File: config.mk
export PLATFORM = sky130hd
export DESIGN_NAME = call_stack
export DESIGN_NICKNAME = d
export VERILOG_FILES = /design/src/rtl/call_stack_pkg.sv /design/src/rtl/call_stack.sv
export SDC_FILE = /design/constraint.sdc
export NUM_CORES = 1
export LEC_CHECK = 0
export ABC_AREA = 1
export ABC_CLOCK_PERIOD_IN_PS = 5950
export BUFFER_PORTS_ARGS = -buffer_cell sky130_fd_sc_hd__buf_2
export CORE_AREA = 2 2 62 64
export DETAILED_ROUTE_END_ITERATION = 10
export DIE_AREA = 0 0 64 66
export HOLD_SLACK_MARGIN = 0.06
export PLACE_DENSITY = 0.81
export SKIP_CTS_REPAIR_TIMING = 1
export SLEW_MARGIN = 20
export SYNTH_ARGS = -nofsm -noshare
export SYNTH_HDL_FRONTEND = slang
export SYNTH_SLANG_ARGS = --single-unit
File: constraint.sdc
create_clock -name clk -period 5.95 [get_ports clk]
set_input_delay 1.19 -clock clk [delete_from_list [all_inputs] [get_ports clk]]
set_output_delay 1.19 -clock clk [all_outputs]
set_load 0.005 [all_outputs]
File: src/rtl/call_stack_pkg.sv
// Shared types and width helpers for the return-address stack.
package call_stack_pkg;
    localparam int INSTR_ADDR_SIZE_DEF = 5;

    typedef logic [INSTR_ADDR_SIZE_DEF-1:0] instr_addr_t;

    // Depth counter must represent 0..n inclusive.
    function automatic int depth_w(input int n);
        return $clog2(n + 1);
    endfunction

    // Index width for n entries (at least one bit).
    function automatic int index_w(input int n);
        return (n > 1) ? $clog2(n) : 1;
    endfunction
endpackage

File: src/rtl/call_stack.sv
// Return-address LIFO beside the program counter: pushes instr_addr+1 on call, pops on ret.
// Single-cycle update, no handshake; full/empty and sticky overflow/underflow flags report misuse.
module call_stack
    import call_stack_pkg::*;
#(
    parameter int INSTR_ADDR_SIZE = 5,
    parameter int STACK_DEPTH     = 8
) (
    input  logic                                clk,
    input  logic                                rst,
    input  logic                                call,
    input  logic                                ret,
    input  logic [INSTR_ADDR_SIZE-1:0]          instr_addr,
    input  logic                                clr_err,
    output logic [INSTR_ADDR_SIZE-1:0]          ret_addr,
    output logic [depth_w(STACK_DEPTH)-1:0]     depth,
    output logic                                empty,
    output logic                                full,
    output logic                                overflow,
    output logic                                underflow
);
    localparam int DW = depth_w(STACK_DEPTH);
    localparam int AW = index_w(STACK_DEPTH);

    logic [INSTR_ADDR_SIZE-1:0] mem [STACK_DEPTH];
    logic [DW-1:0]              depth_q;
    logic [DW-1:0]              top_full;
    logic [AW-1:0]              top_idx;
    logic [AW-1:0]              wr_idx;
    logic                       push;
    logic                       pop;
    logic                       ovf_evt;
    logic                       udf_evt;

    assign empty    = (depth_q == '0);
    assign full     = (depth_q == DW'(STACK_DEPTH));
    assign depth    = depth_q;

    // Call takes priority over ret, matching the counter's jmp-over-ret order.
    assign push     = call && !full;
    assign pop      = ret && !call && !empty;
    assign ovf_evt  = call && full;
    assign udf_evt  = ret && !call && empty;

    assign top_full = depth_q - DW'(1);
    assign top_idx  = top_full[AW-1:0];
    assign wr_idx   = depth_q[AW-1:0];
    assign ret_addr = empty ? '0 : mem[top_idx];

    always_ff @(posedge clk) begin
        if (rst) begin
            depth_q   <= '0;
            overflow  <= 1'b0;
            underflow <= 1'b0;
        end else begin
            if (push) begin
                depth_q <= depth_q + DW'(1);
            end else if (pop) begin
                depth_q <= depth_q - DW'(1);
            end
            // A new error in the same cycle as clr_err keeps the flag set.
            overflow  <= ovf_evt || (overflow  && !clr_err);
            underflow <= udf_evt || (underflow && !clr_err);
        end
    end

    // Storage is intentionally not reset; depth alone defines validity.
    always_ff @(posedge clk) begin
        if (!rst && push) begin
            mem[wr_idx] <= instr_addr + INSTR_ADDR_SIZE'(1);
        end
    end
endmodule

Yosys cells after proc, flatten, opt, wreduce, memory -nomap -nowiden
Memory sizes are Yosys's and may differ from the RTL's.
Cells that the tools add are included.
{ "word_totals": {"n_memories": 1, "reg_bits": 6, "mem_bits_rw": 40} }
{ "mem_list": {"columns": ["memory", "depth", "word_bits", "read_ports", "rd_clocked_by_memory_dff", "write_ports", "line", "source"], "rows": [
  ["mem", 8, 5, 1, 0, 1, "call_stack.sv:25", "logic [INSTR_ADDR_SIZE-1:0] mem [STACK_DEPTH];"]
]} }
{ "classes": {"eq_ne": 1, "add_sub_neg": 3, "mux": 5, "reduce_logical": 17} }
{ "op_table": {"columns": ["op", "n"], "rows": [
  ["$logic_and 1x1->1", 8],
  ["$mux 4", 2],
  ["$add 5x1->5 const B", 1],
  ["$logic_not 1->1", 5],
  ["$mux 5", 1],
  ["$add 4x1->4 const B", 1],
  ["$eq 4x4->1 const B", 1],
  ["$logic_not 4->1", 1],
  ["$sub 4x1->4 const B", 1],
  ["$logic_or 1x1->1", 2],
  ["$mux 1", 2],
  ["$reduce_bool 2->1", 1]
]} }

Logic depth before layout (Yosys ltp)
{ "depth": {"ltp_word": 6, "depth_mapped": 10, "depth_no_buf": 9} }

Least setup slack after synthesis
No wires, ideal clock.
{ "synth_path": {"path_type": "register to output", "start": "register depth_q[0] (netlist: depth[0])", "end": "output port ret_addr[0]", "path_slack_ns": 3.150, "arrival_ns": 1.610, "stages_incl_launch_ff": 10, "cell_sequence": "dfxtp_1 inv_2 buf_6 ha_1 buf_1 nor2_1 o21ai_1 nand2_1 nor2_1 nor2_1"} }
{ "synth_via": {"elab_chain_cells": 3} }
{ "synth_rtl": {"columns": ["element", "line", "source"], "rows": [
  ["start, declared", "call_stack.sv:26", "logic [DW-1:0] depth_q;"],
  ["start signal, assigned", "call_stack.sv:57", "depth_q <= depth_q + DW'(1);"],
  ["start signal, assigned", "call_stack.sv:59", "depth_q <= depth_q - DW'(1);"],
  ["$sub 4x1->4", null, null],
  ["$mem_v2 8x5", null, null],
  ["$mux 5 *", "call_stack.sv:48", "assign ret_addr = empty ? '0 : mem[top_idx];"],
  ["end, declared", "call_stack.sv:15", "output logic [INSTR_ADDR_SIZE-1:0] ret_addr,"]
]} }
Every way passes the cells marked *; elsewhere a longest branch is shown, timed or not.

Worst setup path after layout
{ "layout_path": {"start": "register depth_q[0] (netlist: depth[0])", "end": "output port ret_addr[1]"} }
Same word-level chain as after synthesis.

==> results by group <==
Synthesis
  • Syn_nets: 225
  • Syn Inst Count: 212
  • Mapped Area: 2100 sq um
  • Flops & latches, synth: 46
  • Distinct cells, synth: 22
  • Ys Warns: 0
  • Seq/Total Area, Yosys: 62.8%
  • Syn avg cell area: 9.93 sq um

Global routing
  • GRT Util Overall: 21.1%
  • Initial antenna violation count: 0
  • Pin count of the biggest net entering global routing: 29
  • M1 GR Usage: 25.1%
  • GRT met2 Usage: 36.7%
  • Met3 usage: 4.43%
  • Congestion Overflow GR: 0
  • First-pass GRT wire length: 6450 um
  • Number of global-route vias before repair: 1405
  • GR peak layer: met2

Setup path
  • Critical path's slowest cell: dfxtp_1
  • Critical path arrival: 3.08 ns
  • Max incr delay on CP: 0.86 ns
  • Crit Reg-Reg Startpoint: depth[0]
  • WP buf/inv: 3
  • CP endpoint kind: primary output
  • Critical path cell sequence: inv_2 > ha_1 > inv_1 > nor2_1 > o21ai_1 > nand3_1 > nand2_1 > nor2_1 > buf_2
  • CP Max Fanout: 28
  • Req. time, crit path: 4.76 ns
  • CP startpoint: depth[0]
  • Cell family with most CP delay: flip-flops
  • CP Launch Type: flop
  • CP Class: reg2out
  • CP most frequent cell: nor2_1

Die
  • Ports: 23
  • Row cnt: 22
  • Die X: 64 um
  • Starting Density: 59.3%
  • Die Area: 4220 sq um
  • Die extent in y: 66 um
  • Placeable Area: 3550 sq um

Pwr
  • Leakage power: 0.915 nW
  • Total power: 0.718 mW
  • Int Power: 0.513 mW
  • PwrDens: 313 nW/um^2
  • Clock Power Share: 24.6%
  • Reg power frac: 52.4%
  • Comb pwr share: 22.9%
  • Net Sw Frac: 28.5%
  • Worst IR Drop VDD: 0.205 mV
  • P_sw: 0.204 mW

Routing
  • TritonRoute pass-1 iters: 4
  • Residual DRC count: 0
  • DRT iter0 DRCs: 129
  • Via Count: 1468
  • Remaining antenna violation count: 0
  • Routed length per placed instance: 13.9 um
  • Vias per cell: 5.19
  • Total Routed Length: 3940 um

Layout
  • Antenna cells: 0
  • Most common cell after layout, fill and taps aside: nor2_1
  • Most frequent cells in the layout: 60 x nor2_1, 40 x edfxtp_1, 28 x nand2_1, 22 x buf_2, 15 x o21ai_1
  • Fin nets: 247
  • Share of cells above drive strength 1: 15.3%
  • Area delta synth->final: 8.86%

Timing
  • Final min period: 4.27 ns
  • Final Hold Viols: 0
  • RSZ-0062 raised after global routing: false
  • Layout Skew: 0.0131 ns
  • Final number of max-transition violations: 0
  • Least-Margin Pin Slew: 0.785 ns
  • Worst setup margin: 1.68 ns
  • Final setup viols: 0
  • Final Cycle Share: 71.7%
  • Fmax achieved: 0.234 GHz
  • Rel. slew slack: 47.3%
  • Hold_ws: 0.473 ns
  • Setup_tns: 0 ns

Outcome
  • Run status: finished clean

Min path
  • Hold crit path type: reg2reg
  • HP Start: overflow

Place
  • Routability cong.: 0.890
  • Port Buffer Count: 22
  • DP HPWL: 2850 um
  • Pre-CTS setup slack: 2.11 ns

Clock tree
  • Root Driver: clkbuf_4
  • CTS sink cnt: 46
  • Max Buffers Root-to-Sink: 2
  • CTS clock-pin slew for the worst setup and hold paths: 0.12 ns
  • CTS tree: done
  • Num CTS Buffers: 5
  • H-tree lvl count: 2
  • Clk_lat worst skew: 0.35 ns

Run
  • Max-cap violations: 0
-- flip-flops by register name, summed over array words and instances, names as in the netlist --
name       flops
mem           40
depth          4
overflow       1
underflow      1
-- final cells by class --
| type | instances | area (sq um) |
|---|---|---|
| clock inverters | 1 | 30.0 |
| multi-input cells | 145 | 667 |
| flip-flops and latches | 46 | 1320 |
| inverters | 14 | 57.6 |
| well taps | 48 | 60.1 |
| repair buffers | 22 | 110 |
| fillers | 285 | 1260 |
| clock buffers | 7 | 45.0 |
-- Yosys cell counts (all sizes together) --
master  number  area (sq um)
ha           3          37.5
edfxtp      40          1200
nand4        1          6.26
nand3b       1          7.51
nand2       31           124
o21ai       22           110
xnor2        2          17.5
buf          7          58.8
a21oi        5          25.0
xor2         1          8.76
nand3       15          85.1
nor3         4          20.0
inv         14          57.6
nor2        60           225
dfxtp        6           120
-- per-layer routing --
| metal | wire length (um) | vias to the layer above |
|---|---|---|
| met1 | 1590 | 656 |
| met3 | 299 | 8 |
| met5 | 0 | - |
| li1 | - | 751 |
| met4 | 82 | 0 |
| met2 | 1970 | 53 |
-- logic make-up (layout without fill, tap and decap cells) --
family,Yosys count,in the layout,synth area share (%)
and+or+nand+nor,112,112,22.2
DFF,46,46,62.8
AOI/OAI and AO/OA,27,27,6.42
buffers and inverters,21,44,5.53
adders and majority gates,3,3,1.78
xor gates and xnor gates,3,3,1.25
-- power by group through the flow --
stage          Combinational, mW  Sequential (mW)  Clock, mW
2_1_floorplan              0.126            0.378          0
3_3_place_gp               0.161            0.383          0
3_5_place_dp               0.164            0.383          0
4_1_cts                    0.165            0.376      0.182
5_1_grt                    0.188            0.378      0.193
6_report                   0.165            0.376      0.177
-- path summary, 6_finish.rpt --
path            endpoint  slack, ns  cells after the start
max          ret_addr[1]       1.68                      9
min             overflow       0.47                      2
max reg2reg    mem[1][2]       3.02                      5
min reg2reg     overflow       0.47                      2
-- per-stage QoR --
| step | cell area (sq um) | utilization, % | instances |
|---|---|---|---|
| floorplan | 2100 | - | 212 |
| global placement | 2220 | 62.4 | 275 |
| detailed placement | 2220 | 62.4 | 275 |
| CTS | 2290 | 64.5 | 283 |
| global route | 2290 | 64.5 | 283 |
| finish | 2290 | 64.5 | 283 |
-- worst reg2reg max path: stages (launching register included) --
cell     delay (ns)
dfxtp_1        0.86
inv_2          0.38
ha_1           0.38
nand3_2        0.15
nand3_1        0.16
nor3_1         0.64
Note: power is estimated with default switching activity, not from simulation.
